===== src/rtl/axil_ipif_bridge.sv =====
// rtl/axil_ipif_bridge.sv - AXI4-Lite slave to single-BAR IPIF bridge, one transaction at a time.
// Optional data-phase timeout enabled by defining AXIL_IPIF_BRIDGE_TIMEOUT_EN.
module axil_ipif_bridge #(
  parameter int C_S_AXI_DATA_WIDTH = 32,
  parameter int C_S_AXI_ADDR_WIDTH = 32,
  parameter logic [C_S_AXI_ADDR_WIDTH-1:0] C_BAR0_BASEADDR = {C_S_AXI_ADDR_WIDTH{1'b1}},
  parameter logic [C_S_AXI_ADDR_WIDTH-1:0] C_BAR0_HIGHADDR = '0,
  parameter int C_USE_WSTRB = 0,
  parameter int C_DPHASE_TIMEOUT = 8
) (
  input  logic                            S_AXI_ACLK,
  input  logic                            S_AXI_ARESETN,
  input  logic [C_S_AXI_ADDR_WIDTH-1:0]   S_AXI_AWADDR,
  input  logic                            S_AXI_AWVALID,
  output logic                            S_AXI_AWREADY,
  input  logic [C_S_AXI_DATA_WIDTH-1:0]   S_AXI_WDATA,
  input  logic [C_S_AXI_DATA_WIDTH/8-1:0] S_AXI_WSTRB,
  input  logic                            S_AXI_WVALID,
  output logic                            S_AXI_WREADY,
  output logic [1:0]                      S_AXI_BRESP,
  output logic                            S_AXI_BVALID,
  input  logic                            S_AXI_BREADY,
  input  logic [C_S_AXI_ADDR_WIDTH-1:0]   S_AXI_ARADDR,
  input  logic                            S_AXI_ARVALID,
  output logic                            S_AXI_ARREADY,
  output logic [C_S_AXI_DATA_WIDTH-1:0]   S_AXI_RDATA,
  output logic [1:0]                      S_AXI_RRESP,
  output logic                            S_AXI_RVALID,
  input  logic                            S_AXI_RREADY,
  output logic                            Bus2IP_Clk,
  output logic                            Bus2IP_Resetn,
  output logic [C_S_AXI_ADDR_WIDTH-1:0]   Bus2IP_Addr,
  output logic                            Bus2IP_CS,
  output logic                            Bus2IP_RNW,
  output logic [C_S_AXI_DATA_WIDTH-1:0]   Bus2IP_Data,
  output logic [C_S_AXI_DATA_WIDTH/8-1:0] Bus2IP_BE,
  input  logic [C_S_AXI_DATA_WIDTH-1:0]   IP2Bus_Data,
  input  logic                            IP2Bus_RdAck,
  input  logic                            IP2Bus_WrAck,
  input  logic                            IP2Bus_Error
);

  typedef enum logic [2:0] {IDLE, RD_WAIT, WR_WAIT, RD_RESP, WR_RESP} state_t;

  localparam logic [1:0] RESP_OKAY   = 2'b00;
  localparam logic [1:0] RESP_SLVERR = 2'b10;
  localparam logic [1:0] RESP_DECERR = 2'b11;

  state_t state, state_next;
  logic   pref_read;
  logic   rd_elig, wr_elig, grant_rd, grant_wr;
  logic   ar_in_bar, aw_in_bar, ack, timeout;
  logic [1:0] resp;
  logic [C_S_AXI_DATA_WIDTH-1:0] rdata;

  assign Bus2IP_Clk    = S_AXI_ACLK;
  assign Bus2IP_Resetn = S_AXI_ARESETN;

  assign rd_elig   = S_AXI_ARVALID;
  assign wr_elig   = S_AXI_AWVALID && S_AXI_WVALID;
  // On contention the type not granted last time wins.
  assign grant_rd  = (state == IDLE) && rd_elig && (!wr_elig || pref_read);
  assign grant_wr  = (state == IDLE) && wr_elig && !grant_rd;
  assign ar_in_bar = (S_AXI_ARADDR >= C_BAR0_BASEADDR) && (S_AXI_ARADDR <= C_BAR0_HIGHADDR);
  assign aw_in_bar = (S_AXI_AWADDR >= C_BAR0_BASEADDR) && (S_AXI_AWADDR <= C_BAR0_HIGHADDR);
  assign ack       = ((state == RD_WAIT) && IP2Bus_RdAck) || ((state == WR_WAIT) && IP2Bus_WrAck);

`ifdef AXIL_IPIF_BRIDGE_TIMEOUT_EN
  logic [7:0] tmo_cnt;

  always_ff @(posedge S_AXI_ACLK or negedge S_AXI_ARESETN) begin
    if (!S_AXI_ARESETN)  tmo_cnt <= '0;
    else if (!Bus2IP_CS) tmo_cnt <= '0;
    else if (!ack)       tmo_cnt <= tmo_cnt + 8'd1;
  end

  // Fires in the last allowed CS cycle; a same-cycle ack takes priority.
  assign timeout = Bus2IP_CS && !ack && (tmo_cnt == 8'(C_DPHASE_TIMEOUT - 1));
`else
  assign timeout = 1'b0 && (C_DPHASE_TIMEOUT > 0);
`endif

  always_ff @(posedge S_AXI_ACLK or negedge S_AXI_ARESETN) begin
    if (!S_AXI_ARESETN) state <= IDLE;
    else                state <= state_next;
  end

  always_comb begin
    state_next = state;
    case (state)
      IDLE: begin
        if (grant_rd)      state_next = ar_in_bar ? RD_WAIT : RD_RESP;
        else if (grant_wr) state_next = aw_in_bar ? WR_WAIT : WR_RESP;
      end
      RD_WAIT: if (ack || timeout) state_next = RD_RESP;
      WR_WAIT: if (ack || timeout) state_next = WR_RESP;
      RD_RESP: if (S_AXI_RREADY)   state_next = IDLE;
      WR_RESP: if (S_AXI_BREADY)   state_next = IDLE;
      default: state_next = IDLE;
    endcase
  end

  always_comb begin
    S_AXI_ARREADY = grant_rd;
    S_AXI_AWREADY = grant_wr;
    S_AXI_WREADY  = grant_wr;
    Bus2IP_CS     = (state == RD_WAIT) || (state == WR_WAIT);
    Bus2IP_RNW    = (state == RD_WAIT);
    S_AXI_RVALID  = (state == RD_RESP);
    S_AXI_BVALID  = (state == WR_RESP);
    S_AXI_RDATA   = rdata;
    S_AXI_RRESP   = resp;
    S_AXI_BRESP   = resp;
  end

  always_ff @(posedge S_AXI_ACLK or negedge S_AXI_ARESETN) begin
    if (!S_AXI_ARESETN) begin
      Bus2IP_Addr <= '0;
      Bus2IP_Data <= '0;
      Bus2IP_BE   <= '0;
      rdata       <= '0;
      resp        <= RESP_OKAY;
      pref_read   <= 1'b1;
    end else if (grant_rd) begin
      Bus2IP_Addr <= S_AXI_ARADDR;
      Bus2IP_BE   <= '1;
      rdata       <= '0;
      resp        <= ar_in_bar ? RESP_OKAY : RESP_DECERR;
      pref_read   <= 1'b0;
    end else if (grant_wr) begin
      Bus2IP_Addr <= S_AXI_AWADDR;
      Bus2IP_Data <= S_AXI_WDATA;
      Bus2IP_BE   <= (C_USE_WSTRB != 0) ? S_AXI_WSTRB : '1;
      resp        <= aw_in_bar ? RESP_OKAY : RESP_DECERR;
      pref_read   <= 1'b1;
    end else if (ack) begin
      if (state == RD_WAIT) rdata <= IP2Bus_Data;
      resp <= IP2Bus_Error ? RESP_SLVERR : RESP_OKAY;
    end else if (timeout) begin
      rdata <= '0;
      resp  <= RESP_SLVERR;
    end
  end

endmodule

===== config.mk =====
export PLATFORM = sky130hd
export DESIGN_NAME = axil_ipif_bridge
export DESIGN_NICKNAME = d
export VERILOG_FILES = /design/src/rtl/axil_ipif_bridge.sv
export SDC_FILE = /design/constraint.sdc
export NUM_CORES = 1
export LEC_CHECK = 0
export CAP_MARGIN = 20
export CORE_ASPECT_RATIO = 0.9
export CORE_MARGIN = 5
export CORE_UTILIZATION = 35
export DETAILED_ROUTE_END_ITERATION = 8
export PLACE_DENSITY_LB_ADDON = 0.15
export SLEW_MARGIN = 20
export SYNTH_ARGS = -nofsm -noshare
export SYNTH_HDL_FRONTEND = slang
export SYNTH_SLANG_ARGS = --single-unit

===== constraint.sdc =====
create_clock -name S_AXI_ACLK -period 1.58 [get_ports S_AXI_ACLK]
set_input_delay 0.316 -clock S_AXI_ACLK [delete_from_list [all_inputs] [get_ports S_AXI_ACLK]]
set_output_delay 0.316 -clock S_AXI_ACLK [all_outputs]
set_load 0.05 [all_outputs]

==> results.cfg <==
[sta]
post-route-min-period_ps = 1963
rsz0062_at_grt = true
hold_violations = 0
slew_viol_final = 0
layout_setup_ws_ps = -383.0
timing.fmax_mhz = 509.4
setup_viol = 99
max-slew-margin-rel_pct = 60.37
tightest_slew_ps = 594.4
finalClockSkew_ps = 6.172
whs_ps = 397.7
min_period_over_period_pct = 124.2

[place]
hpwlAfterDp_um = 10320
dpl_cell_area_mm2 = 0.007197
port_buffers = 250
place_inst = 773
gp_congestion = 0.7594

[floorplanning]
initial_core_util_pct = 35.23
dieArea_mm2 = 0.01497
row_count = 39
die_y_um = 116.6
core_area_mm2 = 0.01254
num_io_pins = 255
die_w_um = 128.4

[setup_path]
critPathKind = register to register
worstPathArrival_ps = 2310
worstPathCellList = nor3_4 > buf_6 > nand3_4 > buf_4 > buf_6 > buf_12 > buf_4 > buf_12 > mux2_4
slowest_stage = dfrtp_1
critPathLaunchType = register
crit_buf_inv = 6
crit_path_max_incr_delay_ps = 410
path_max_fanout = 11
crit_path_end_kind = register
crit_family = buffers and inverters
required_ps = 1930

[drt]
wire_per_inst_um = 18.03
drtIter0Drc = 113
ant_nets = 0
drc_errors = 0
via_count = 3817
firstDrtPassIters = 4
routed_wl_um = 14530
routed_via_density = 4.736

[run]
cap_viol_max_count = 0

[yosys]
seq_area_frac_synth_pct = 58.37
synth_compound_area_share_pct = 14.08
muxShareOfSynthArea_pct = 9.827
yosysTopAreaCellShare_pct = 57.77
synth_cell_types = 35
synth-seq-cells = 103
synth_fa_ha_area_share_pct = 0
synth-xor-area-share_pct = 0
ys_warn_count = 0
syn_area_mm2 = 0.004418
yosys.area_share.simple_pct = 12.72
synth_nets = 511
synth_top_cell_by_area = dfrtp_1
synth.avg_cell_area_um2 = 11.97
synth_top_family_by_area = compound AO/OA/AOI/OAI gates
synthCells = 369
yosys-top-cells-area = dfrtp_1 58%, o221a_2 8.2%, mux2_4 5.8%

[grt]
grt_max_degree = 104
antenna_found_initial = 0
grt_pass1_vias = 4016
grt_util_all_layers_pct = 19.32
grt_pass1_wl_um = 21760
grt_overflow = 0

[power]
p_per_area_mw_per_mm2 = 2366
leakage_nw = 3.564
power_mw = 18.64
ir_drop_mv = 1.650

[cts]
path_clk_slew_ps = 60
clock_latency_ps = 460
tritoncts = done

[worst_hold_path]
hold_path_class = input port to register

[cells_and_area]
design_area_mm2 = 0.007879
syn_to_final_growth_pct = 78.33
layout-drive-gt1-share_pct = 43.61
layout_commonest_cell = clkdlybuf4s50_1
diodes = 0
finalNonFillerCells = 806
nets = 783
most-common-layout-cells = 136 x clkdlybuf4s50_1, 114 x buf_4, 101 x dfrtp_1

[run_status]
violations = setup timing
status = finished with violations
-- metal layers --
metal / vias to the layer above / wire length [um] / track usage (%)
li1: 1809 / - / -
met1: 1825 / 5635 / 21.81
met2: 165 / 7018 / 30.82
met3: 18 / 1614 / 10.38
met4: 0 / 261 / 7.850
met5: - / 0 / 0
-- Yosys cell counts, drive strengths merged --
cell type  count
dfrtp        102
nand2         67
o21ai         34
or2           33
mux2          32
o221a         32
buf           24
clkbuf        11
inv            5
a21oi          4
nand2b         3
nor2           3
o21a           3
and2           2
nor3b          2
a211o          1
a211oi         1
a21o           1
a221oi         1
a2bb2oi        1
a31oi          1
and3b          1
dfstp          1
mux2i          1
nand3          1
nand4bb        1
nor3           1
-- stage by stage --
| step | worst slack [ps] | util (%) | TNS (ps) |
|---|---|---|---|
| final | -383.0 | 62.83 | -23570 |
| after global routing | -471.0 | 62.83 | -30230 |
| after CTS | -423.0 | 61.65 | -11010 |
| after floorplan | -268.6 | - | -3725 |
| after global placement | -480.4 | 57.39 | -39080 |
| after detailed placement | -547.2 | 57.39 | -43350 |
-- worst paths after layout --
| path | start | end | slack, ps | depth (start not counted) |
|---|---|---|---|---|
| worst max-delay path | state[2]$_DFFE_PN0P_ | Bus2IP_Data[27]$_DFFE_PN0N_ | -380 | 9 |
| worst min-delay path | IP2Bus_Data[1] | S_AXI_RDATA[1]$_DFFE_PN0P_ | 400 | 3 |
| worst max register to register | state[2]$_DFFE_PN0P_ | Bus2IP_Data[27]$_DFFE_PN0N_ | -380 | 9 |
| worst min register to register | Bus2IP_Data[13]$_DFFE_PN0N_ | Bus2IP_Data[13]$_DFFE_PN0N_ | 510 | 1 |
| max in group asynchronous | S_AXI_ARESETN | Bus2IP_Addr[15]$_DFFE_PN0P_ | 570 | 3 |
| min in group asynchronous | S_AXI_ARESETN | state[2]$_DFFE_PN0P_ | 520 | 3 |
-- area by class of cell --
type,count,area (um2)
Clock buffer,14,319.1
Clock inverter,2,35.03
Fill cell,965,4662
Inverter,5,26.28
Multi-Input combinational cell,226,1688
Sequential cell,103,2580
Tap cell,164,205.2
Timing Repair Buffer,292,3025
-- kinds of logic (layout without fill, tap and decap cells) --
| kind of cell | Yosys count | after routing |
|---|---|---|
| DFF | 103 | 103 |
| buffers and inverters | 40 | 313 |
| AOI/OAI and AO/OA | 79 | 79 |
| and+or+nand+nor | 114 | 114 |
| muxes | 33 | 33 |
-- report_power, final --
part / internal [mW] / switching (mW) / total [mW]
Combinational: 4.53 / 6.74 / 11.3
Sequential: 3.90 / 0.802 / 4.70
Clock: 1.57 / 1.10 / 2.67
Total: 10.0 / 8.64 / 18.6
-- registers in the layout, summed over array words and instances (netlist names) --
register,count
pref_read,1
S_AXI_RDATA,32
state,3
Bus2IP_Addr,32
Bus2IP_Data,32
S_AXI_BRESP,2
Bus2IP_BE,1
-- worst register-to-register path: stages, from the launching register on --
cell and delay (ps):
dfrtp_1 410, nor3_4 270, buf_6 150, nand3_4 70, buf_4 150, buf_6 110, buf_12 140, buf_4 140
buf_12 140, mux2_4 290
-- what timing repair did --
item	in CTS	in global routing
gates cloned	2	2
hold buffers	1	0
hold endpoints to repair	16	0
buffers inserted	8	8
pin swaps	4	1
endpoints found under the setup margin	91	104
resized for setup	17	18
No activity file was read; power rests on OpenSTA's default activity.
